File: config.mk
export PLATFORM = sky130hd
export DESIGN_NAME = nbit_serial_subtractor
export DESIGN_NICKNAME = d
export VERILOG_FILES = /design/src/rtl/nbit_serial_subtractor.sv
export SDC_FILE = /design/constraint.sdc
export NUM_CORES = 1
export LEC_CHECK = 0
export CORE_MARGIN = 5
export CORE_UTILIZATION = 35
export CTS_CLUSTER_SIZE = 24
export DETAILED_ROUTE_END_ITERATION = 10
export PLACE_DENSITY = 0.59
export SYNTH_ARGS = -nofsm -noshare
export SYNTH_HDL_FRONTEND = slang
export SYNTH_SLANG_ARGS = --single-unit
export TNS_END_PERCENT = 5
File: constraint.sdc
create_clock -name clk -period 2.6 [get_ports clk]
set_clock_uncertainty 0.1 [all_clocks]
set_input_delay 0.52 -clock clk [delete_from_list [all_inputs] [get_ports clk]]
set_output_delay 0.52 -clock clk [all_outputs]
set_load 0.02 [all_outputs]
File: src/rtl/nbit_serial_subtractor.sv
// Bit-serial N-bit subtractor: D = A - B - bin, one bit per clock, LSB first.
// A single 1-bit full-adder cell (b inverted, cin = ~borrow) is reused for
// N cycles; a start/busy/done handshake hands operands in and results out.
//
// Ports:
//   clk    - rising-edge clock
//   rst_n  - asynchronous active-low reset
//   start  - operation request, honoured only while busy=0
//   a, b   - minuend / subtrahend, captured when start is accepted
//   bin    - borrow-in, captured when start is accepted
//   busy   - high while bits are being processed
//   done   - one-cycle pulse when the result registers update
//   d      - registered difference
//   bout   - registered borrow-out (unsigned underflow)
//   ovf    - registered two's-complement overflow
//   zero   - registered d == 0 flag
module nbit_serial_subtractor #(
  parameter int unsigned N = 8
) (
  input  logic         clk,
  input  logic         rst_n,
  input  logic         start,
  input  logic [N-1:0] a,
  input  logic [N-1:0] b,
  input  logic         bin,
  output logic         busy,
  output logic         done,
  output logic [N-1:0] d,
  output logic         bout,
  output logic         ovf,
  output logic         zero
);

  localparam int unsigned CW = $clog2(N) + 1;

  typedef enum logic [1:0] {
    IDLE  = 2'd0,
    SHIFT = 2'd1,
    DONE  = 2'd2
  } state_t;

  state_t        state, state_n;
  logic [N-1:0]  sa, sa_n;
  logic [N-1:0]  sb, sb_n;
  logic [N-1:0]  pr, pr_n;
  logic          br, br_n;
  logic [CW-1:0] cnt, cnt_n;
  logic          busy_n, done_n;
  logic [N-1:0]  d_n;
  logic          bout_n, ovf_n, zero_n;

  // Full-adder cell: sa + ~sb + ~br; sum is the difference bit, ~carry the borrow
  logic [1:0] fa;
  logic       di;
  logic       bo;
  logic       last;

  always_comb begin
    fa   = 2'({1'b0, sa[0]}) + 2'({1'b0, ~sb[0]}) + 2'({1'b0, ~br});
    di   = fa[0];
    bo   = ~fa[1];
    last = (cnt == CW'(N - 1));
  end

  // Next-state and next-output logic
  always_comb begin
    state_n = state;
    sa_n    = sa;
    sb_n    = sb;
    pr_n    = pr;
    br_n    = br;
    cnt_n   = cnt;
    d_n     = d;
    bout_n  = bout;
    ovf_n   = ovf;
    zero_n  = zero;

    case (state)
      IDLE, DONE: begin
        if (start) begin
          sa_n    = a;
          sb_n    = b;
          br_n    = bin;
          cnt_n   = '0;
          state_n = SHIFT;
        end else begin
          state_n = IDLE;
        end
      end

      SHIFT: begin
        sa_n  = sa >> 1;
        sb_n  = sb >> 1;
        // Shift the new bit into the MSB; the concatenation keeps N=1 legal
        pr_n  = N'({di, pr} >> 1);
        br_n  = bo;
        cnt_n = CW'(cnt + 1'b1);
        if (last) begin
          state_n = DONE;
          d_n     = pr_n;
          bout_n  = bo;
          // br here is the borrow into the MSB, so overflow is borrow-in ^ borrow-out
          ovf_n   = br ^ bo;
          zero_n  = (pr_n == '0);
        end
      end

      default: state_n = IDLE;
    endcase

    busy_n = (state_n == SHIFT);
    done_n = (state_n == DONE);
  end

  // State and output registers
  always_ff @(posedge clk or negedge rst_n) begin
    if (!rst_n) begin
      state <= IDLE;
      sa    <= '0;
      sb    <= '0;
      pr    <= '0;
      br    <= 1'b0;
      cnt   <= '0;
      busy  <= 1'b0;
      done  <= 1'b0;
      d     <= '0;
      bout  <= 1'b0;
      ovf   <= 1'b0;
      zero  <= 1'b0;
    end else begin
      state <= state_n;
      sa    <= sa_n;
      sb    <= sb_n;
      pr    <= pr_n;
      br    <= br_n;
      cnt   <= cnt_n;
      busy  <= busy_n;
      done  <= done_n;
      d     <= d_n;
      bout  <= bout_n;
      ovf   <= ovf_n;
      zero  <= zero_n;
    end
  end

endmodule
==> results of run 1 <==
-- power groups by stage --
stage / sequential, W / clock [W] / combinational, W
after floorplan: 0.00123 / 0 / 0.000743
after global placement: 0.00116 / 0 / 0.00111
after detailed placement: 0.00118 / 0 / 0.00115
after CTS: 0.00117 / 0.000484 / 0.00115
after global routing: 0.00120 / 0.000512 / 0.00127
final: 0.00116 / 0.000471 / 0.00113
-- cell families after synthesis --
| kind of cell | share of synthesized area |
|---|---|
| flip-flops | 0.5939 |
| AND/OR/NAND/NOR | 0.1029 |
| AO/OA/AOI/OAI | 0.1561 |
| multiplexers | 0.07873 |
| buffers and inverters | 0.04075 |
| XOR/XNOR | 0.009670 |
| adder cells (fa/ha/maj) | 0.01796 |
-- registers in the layout, indices dropped and copies added, names as in the netlist --
register and cells:
bout 1, br 1, busy 1, cnt 4, d 8, done 1, ovf 1, pr 7
sa 8, sb 8, state 2, zero 1
-- cell usage after synthesis --
| master | n | area share |
|---|---|---|
| dfrtp_1 | 43 | 0.59 |
| nand2_1 | 20 | 0.041 |
| a22o_1 | 18 | 0.087 |
| a21o_1 | 14 | 0.058 |
| mux2_1 | 8 | 0.050 |
| buf_2 | 5 | 0.014 |
| nand2b_1 | 4 | 0.014 |
| buf_6 | 3 | 0.019 |
| mux2i_1 | 3 | 0.017 |
| nor2b_1 | 3 | 0.010 |
| inv_1 | 2 | 0.0041 |
| mux2_2 | 2 | 0.012 |
| nor2_1 | 2 | 0.0041 |
| nor3_1 | 2 | 0.0055 |
| o21ai_0 | 2 | 0.0055 |
| a221o_1 | 1 | 0.0055 |
| and4b_1 | 1 | 0.0055 |
| buf_4 | 1 | 0.0041 |
| fa_1 | 1 | 0.011 |
| ha_1 | 1 | 0.0069 |
| nand4_1 | 1 | 0.0035 |
| nor2_4 | 1 | 0.0062 |
| nor3_4 | 1 | 0.0090 |
| nor4_1 | 1 | 0.0035 |
| xnor2_1 | 1 | 0.0048 |
| xor2_1 | 1 | 0.0048 |
-- stage by stage --
stage	total power, W	std cells	utilization	setup WS, ns
after floorplan	0.001976	142	-	1.046
after global placement	0.002271	237	0.4268	0.6730
after detailed placement	0.002332	237	0.4268	0.6311
after CTS	0.002803	245	0.4472	0.6410
after global routing	0.002983	245	0.4472	0.5734
final	0.002759	245	0.4472	0.7169
-- routing by layer --
metal	vias to the layer above	global-route usage
met4	0	0.03987
met5	-	0
met1	595	0.1344
li1	562	-
met3	5	0.04715
met2	32	0.1931
-- area by class of cell --
cell class / instances / area, um^2 / area share
tap: 70 / 87.58 / 0.03859
multi-input combinational: 88 / 664.4 / 0.2927
inverter: 2 / 7.507 / 0.003308
clock buffer: 7 / 96.34 / 0.04245
clock inverter: 1 / 7.507 / 0.003308
timing repair buffer: 34 / 330.3 / 0.1455
sequential: 43 / 1076 / 0.4741
-- worst min path at each step --
stage           from  endpoint  depth (start not counted)
2_1_floorplan  rst_n      bout                          0
3_3_place_gp   sb[1]     sb[1]                          1
3_5_place_dp   sb[2]     sb[2]                          1
4_1_cts        rst_n      d[0]                          1
5_1_grt        rst_n     pr[1]                          1
6_report       rst_n  state[1]                          1
-- cell usage in the layout, fill, tap and decap left out, drive strengths merged --
master,instances
dfrtp,43
clkdlybuf4s50,31
nand2,20
a22o,18
a21o,14
mux2,10
clkbuf,7
nand2b,4
mux2i,3
nor2b,3
nor3,3
nor2,3
buf,3
o21ai,2
inv,2
a221o,1
xor2,1
nor4,1
and4b,1
nand4,1
xnor2,1
fa,1
ha,1
clkinvlp,1
==> impl_metrics.yaml, run 1 <==
status:
  status: "finished clean"
setup_path:
  r2r_cells: 3
  rr_endpoint: "d[1]"
  worst_path_largest_cell_delay_ns: 0.61
  cp_num_cells: 1
  rrSetupSlack_ns: 0.72
  worst-path-buf-inv: 1
  cp.arrival_ns: 1.26
  path_class: "flip-flop to output port"
  worstPathRequired_ns: 1.98
  crit_end: "bout"
  start_kind: "flip-flop"
  crit_family: "buffers and inverters"
  critical_path.cell_chain: "clkdlybuf4s50_1"
  rr_startpoint: "state[1]"
  end_kind: "output port"
  startpoint: "bout"
  crit_slowest_cell: "clkdlybuf4s50_1"
  cp_max_fo: 2
pwr:
  pwr-share-comb: 0.409
  leakagePower_nw: 1.104
  internal_power_w: 0.001780
  seq_power_share: 0.420
  vdd_drop_max_uv: 362.1
  power.share.clock: 0.171
  pwr_density_cell_nw_per_um2: 1216
  p_sw_frac: 0.3548
  switching_power_w: 0.0009789
sta:
  rsz0062_at_grt: "no"
  setup_violations: 0
  worst_slew_pin_slew_ns: 0.9333
  slew_headroom: 0.3778
  final.min_clock_period_ns: 1.883
  holdWs_ns: 0.2626
  tns_ns: 0
  period_share: 0.7243
  finalHoldViolations: 0
  drv_slew: 0
  fmax_mhz: 531.0
clock_tree:
  insertion_delay_ns: 0.29
  clock_path_buffers: 2
  clkTransAtPathRegs_ns: 0.08
  cts_num_sinks: 43
  htreeDepth: 2
  post_cts_resized: 0
  cts_tree: "done"
  numCtsBuffers: 5
  cts_hold_buf: 0
  cts_setup_buffers: 0
  root_buffer: "clkbuf_8"
synthesis:
  ys_warn_count: 0
  yosys_register_bits: 43
  synth_fp_nets: 164
  syn_inst: 142
  syn_area_um2: 1812
  ys_seq_area_frac: 0.5939
  yosysUniqueCellTypes: 26
  syn_area_per_cell_um2: 12.76
layout:
  stdcell_area_um2: 2270
  area_growth_pct: 25.28
  fillCellCount: 499
  fin_nets: 196
  antennaDiodeCount: 0
  drive_gt1_frac: 0.09143
grt:
  grt_start_max_net_pins: 44
  grt_pass1_vias: 1279
  antenna_found_initial: 0
  grt_first_pass_wirelength_um: 5865
  grt_use_total: 0.1159
  grt.overflow.total: 0
drt:
  drt_wl_total_um: 3349
  vias: 1194
  route.met3.wl_um: 254
  vias_per_cell: 4.873
  firstDrtPassIters: 4
  met2WireLength_um: 1593
  antenna_left: 0
  wl_met1_um: 1451
  route.detailed.drc: 0
  avgRoutedWirePerCell_um: 13.67
  drtIter0Drc: 40
  routed.top_layer: "met4"
place:
  gp_congestion: 0.7124
  io_buffers: 32
  hpwlAfterDp_um: 2294
  placed_area_um2: 2166
floorplan:
  fp.dieW_um: 81.95
  pin_count: 33
  dieArea_um2: 6715
  start_util: 0.3570
  num_rows: 26
  coreArea_um2: 5075
  die_y_um: 81.95
flow_run:
  drv_cap: 0
min_path:
  hp-class: "input pin to async pin"
(Power assumes the default switching activity.)
==> inputs of run 2 (changes only) <==
--- a/config.mk
+++ b/config.mk
@@ -9,7 +9,7 @@
 export CORE_UTILIZATION = 35
 export CTS_CLUSTER_SIZE = 24
 export DETAILED_ROUTE_END_ITERATION = 10
-export PLACE_DENSITY = 0.59
+export PLACE_DENSITY = 0.61
 export SYNTH_ARGS = -nofsm -noshare
 export SYNTH_HDL_FRONTEND = slang
 export SYNTH_SLANG_ARGS = --single-unit
==> constraint.sdc (replaced) <==
create_clock -name clk -period 1.7 [get_ports clk]
set_clock_uncertainty 0.1 [all_clocks]
set_input_delay 0.34 -clock clk [delete_from_list [all_inputs] [get_ports clk]]
set_output_delay 0.34 -clock clk [all_outputs]
set_load 0.02 [all_outputs]
==> impl_metrics.yaml, run 2 (synthesis results as in run 1) <==
grt:
  antenna_found_initial: 0
  grt_use_total: 0.1144
  grt_start_max_net_pins: 29
  grt_first_pass_wirelength_um: 5899
  grt_pass1_vias: 1320
  grt.overflow.total: 0
clock_tree:
  clkTransAtPathRegs_ns: 0.08
  insertion_delay_ns: 0.29
  root_buffer: "clkbuf_8"
  htreeDepth: 2
  cts_setup_buffers: 0
  numCtsBuffers: 5
  clock_path_buffers: 2
  cts_num_sinks: 43
  cts_tree: "done"
sta:
  final.min_clock_period_ns: 1.643
  period_share: 0.9664
  slew_headroom: 0.7030
  finalHoldViolations: 0
  rsz0062_at_grt: "no"
  tns_ns: 0
  worst_slew_pin_slew_ns: 0.4454
  drv_slew: 0
  fmax_mhz: 608.7
  setup_violations: 0
  holdWs_ns: 0.3807
drt:
  antenna_left: 0
  avgRoutedWirePerCell_um: 13.82
  vias_per_cell: 4.865
  drtIter0Drc: 35
  drt_wl_total_um: 3469
  route.detailed.drc: 0
  firstDrtPassIters: 4
  vias: 1221
layout:
  final_cell_mix: "dfrtp_1 (43), nand2_1 (20), clkdlybuf4s50_1 (20), a22o_1 (18), a21o_1 (14)"
  fin_nets: 202
  multiInputGateArea_um2: 664.4
  seq_area_um2: 1076
  reg.largest.list: "d: 8 flops, sa: 8 flops, sb: 8 flops"
  area_growth_pct: 31.08
  fillCellCount: 487
  drive_gt1_frac: 0.1105
  antennaDiodeCount: 0
  final_common_cell: "dfrtp_1"
floorplan:
  fp.dieW_um: 81.95
  pin_count: 33
  coreArea_um2: 5075
  die_y_um: 81.95
  num_rows: 26
  dieArea_um2: 6715
  start_util: 0.3570
pwr:
  p_sw_frac: 0.3490
  seq_power_share: 0.411
  vdd_drop_max_uv: 685.6
  internal_power_w: 0.002806
  switching_power_w: 0.001504
  pwr_density_cell_nw_per_um2: 1815
  leakagePower_nw: 1.288
  power.share.clock: 0.161
  p_total_w: 0.004311
  pwr-share-comb: 0.427
setup_path:
  cp_max_fo: 1
  worstPathRequired_ns: 1.26
  start_kind: "flip-flop"
  cp.arrival_ns: 1.20
  end_kind: "output port"
  worst-path-buf-inv: 1
  path_class: "flip-flop to output port"
  crit_family: "buffers and inverters"
  crit_slowest_cell: "clkdlybuf4s50_1"
  critical_path.cell_chain: "clkdlybuf4s50_1"
  worst_path_largest_cell_delay_ns: 0.59
status:
  status: "finished clean"
place:
  gp_congestion: 0.7005
  io_buffers: 32
  hpwlAfterDp_um: 2487
min_path:
  hp-class: "flip-flop to flip-flop"
flow_run:
  drv_cap: 0
==> run 2: cell count changes in the layout (fill, tap and decap cells not counted) <==
cell,delta
buf_12,+3
buf_4,+2
clkbuf_1,+1
clkdlybuf4s50_1,-11
clkinvlp_4,-1
dlygate4sd2_1,+1
dlygate4sd3_1,+1
dlymetal6s2s_1,+10
==> run 2: final cells by class <==
type / count / area share
Tap cell: 70 / 0.03688
Timing Repair Buffer: 40 / 0.1849
Inverter: 2 / 0.003161
Multi-Input combinational cell: 88 / 0.2798
Clock buffer: 8 / 0.04215
Sequential cell: 43 / 0.4531
==> run 2: per-layer routing <==
layer  vias up  share of wire  GRT usage  wire (um)
met1       609           0.43     0.1279       1478
met2        31           0.51     0.2044       1754
met5         -              0          0          0
met4         0         0.0095    0.03987         33
li1        577              -          -          -
met3         4          0.059    0.03509        203
==> run 2: path summary, 6_finish.rpt <==
kind / start / endpoint / slack [ns] / cells past startpoint
max: done / done / 0.06 / 1
min: sa[4] / sa[4] / 0.38 / 1
max reg2reg: sb[0] / zero / 0.11 / 3
min reg2reg: sa[4] / sa[4] / 0.38 / 1
max in group asynchronous: rst_n / cnt[3] / 0.59 / 3
min in group asynchronous: rst_n / d[1] / 0.42 / 2
==> run 2: through the flow <==
stage,setup slack (ns),utilization,cells,instance area (um^2)
2_1_floorplan,0.1458,-,142,1812
3_5_place_dp,-0.03768,0.4416,242,2241
4_1_cts,0.002141,0.4630,251,2350
3_3_place_gp,0.01464,0.4416,242,2241
6_report,0.05719,0.4679,251,2375
5_1_grt,0.01517,0.4679,251,2375
==> run 2: power groups by stage <==
| stage | registers (W) | clock network (W) | logic, W |
|---|---|---|---|
| global placement | 0.00177 | 0 | 0.00184 |
| CTS | 0.00178 | 0.000716 | 0.00191 |
| floorplan | 0.00189 | 0 | 0.00114 |
| finish | 0.00177 | 0.000695 | 0.00184 |
| detailed placement | 0.00180 | 0 | 0.00191 |
| global route | 0.00183 | 0.000758 | 0.00204 |
==> run 2: repair_timing <==
action / 4_1_cts / 5_1_grt
hold buffers: 1 / 0
pin swaps: 0 / 1
hold endpoints to repair: 18 / 0
cloned: 0 / 0
resized for setup: 1 / 10
setup endpoints to repair: 1 / 20
==> inputs of run 3 (changes only) <==
--- a/config.mk
+++ b/config.mk
@@ -5,6 +5,7 @@
 export SDC_FILE = /design/constraint.sdc
 export NUM_CORES = 1
 export LEC_CHECK = 0
+export CAP_MARGIN = 20
 export CORE_MARGIN = 5
 export CORE_UTILIZATION = 35
 export CTS_CLUSTER_SIZE = 24
==> results of run 3 <==
The final DEF is identical to that of run 2; final timing and power are the same.
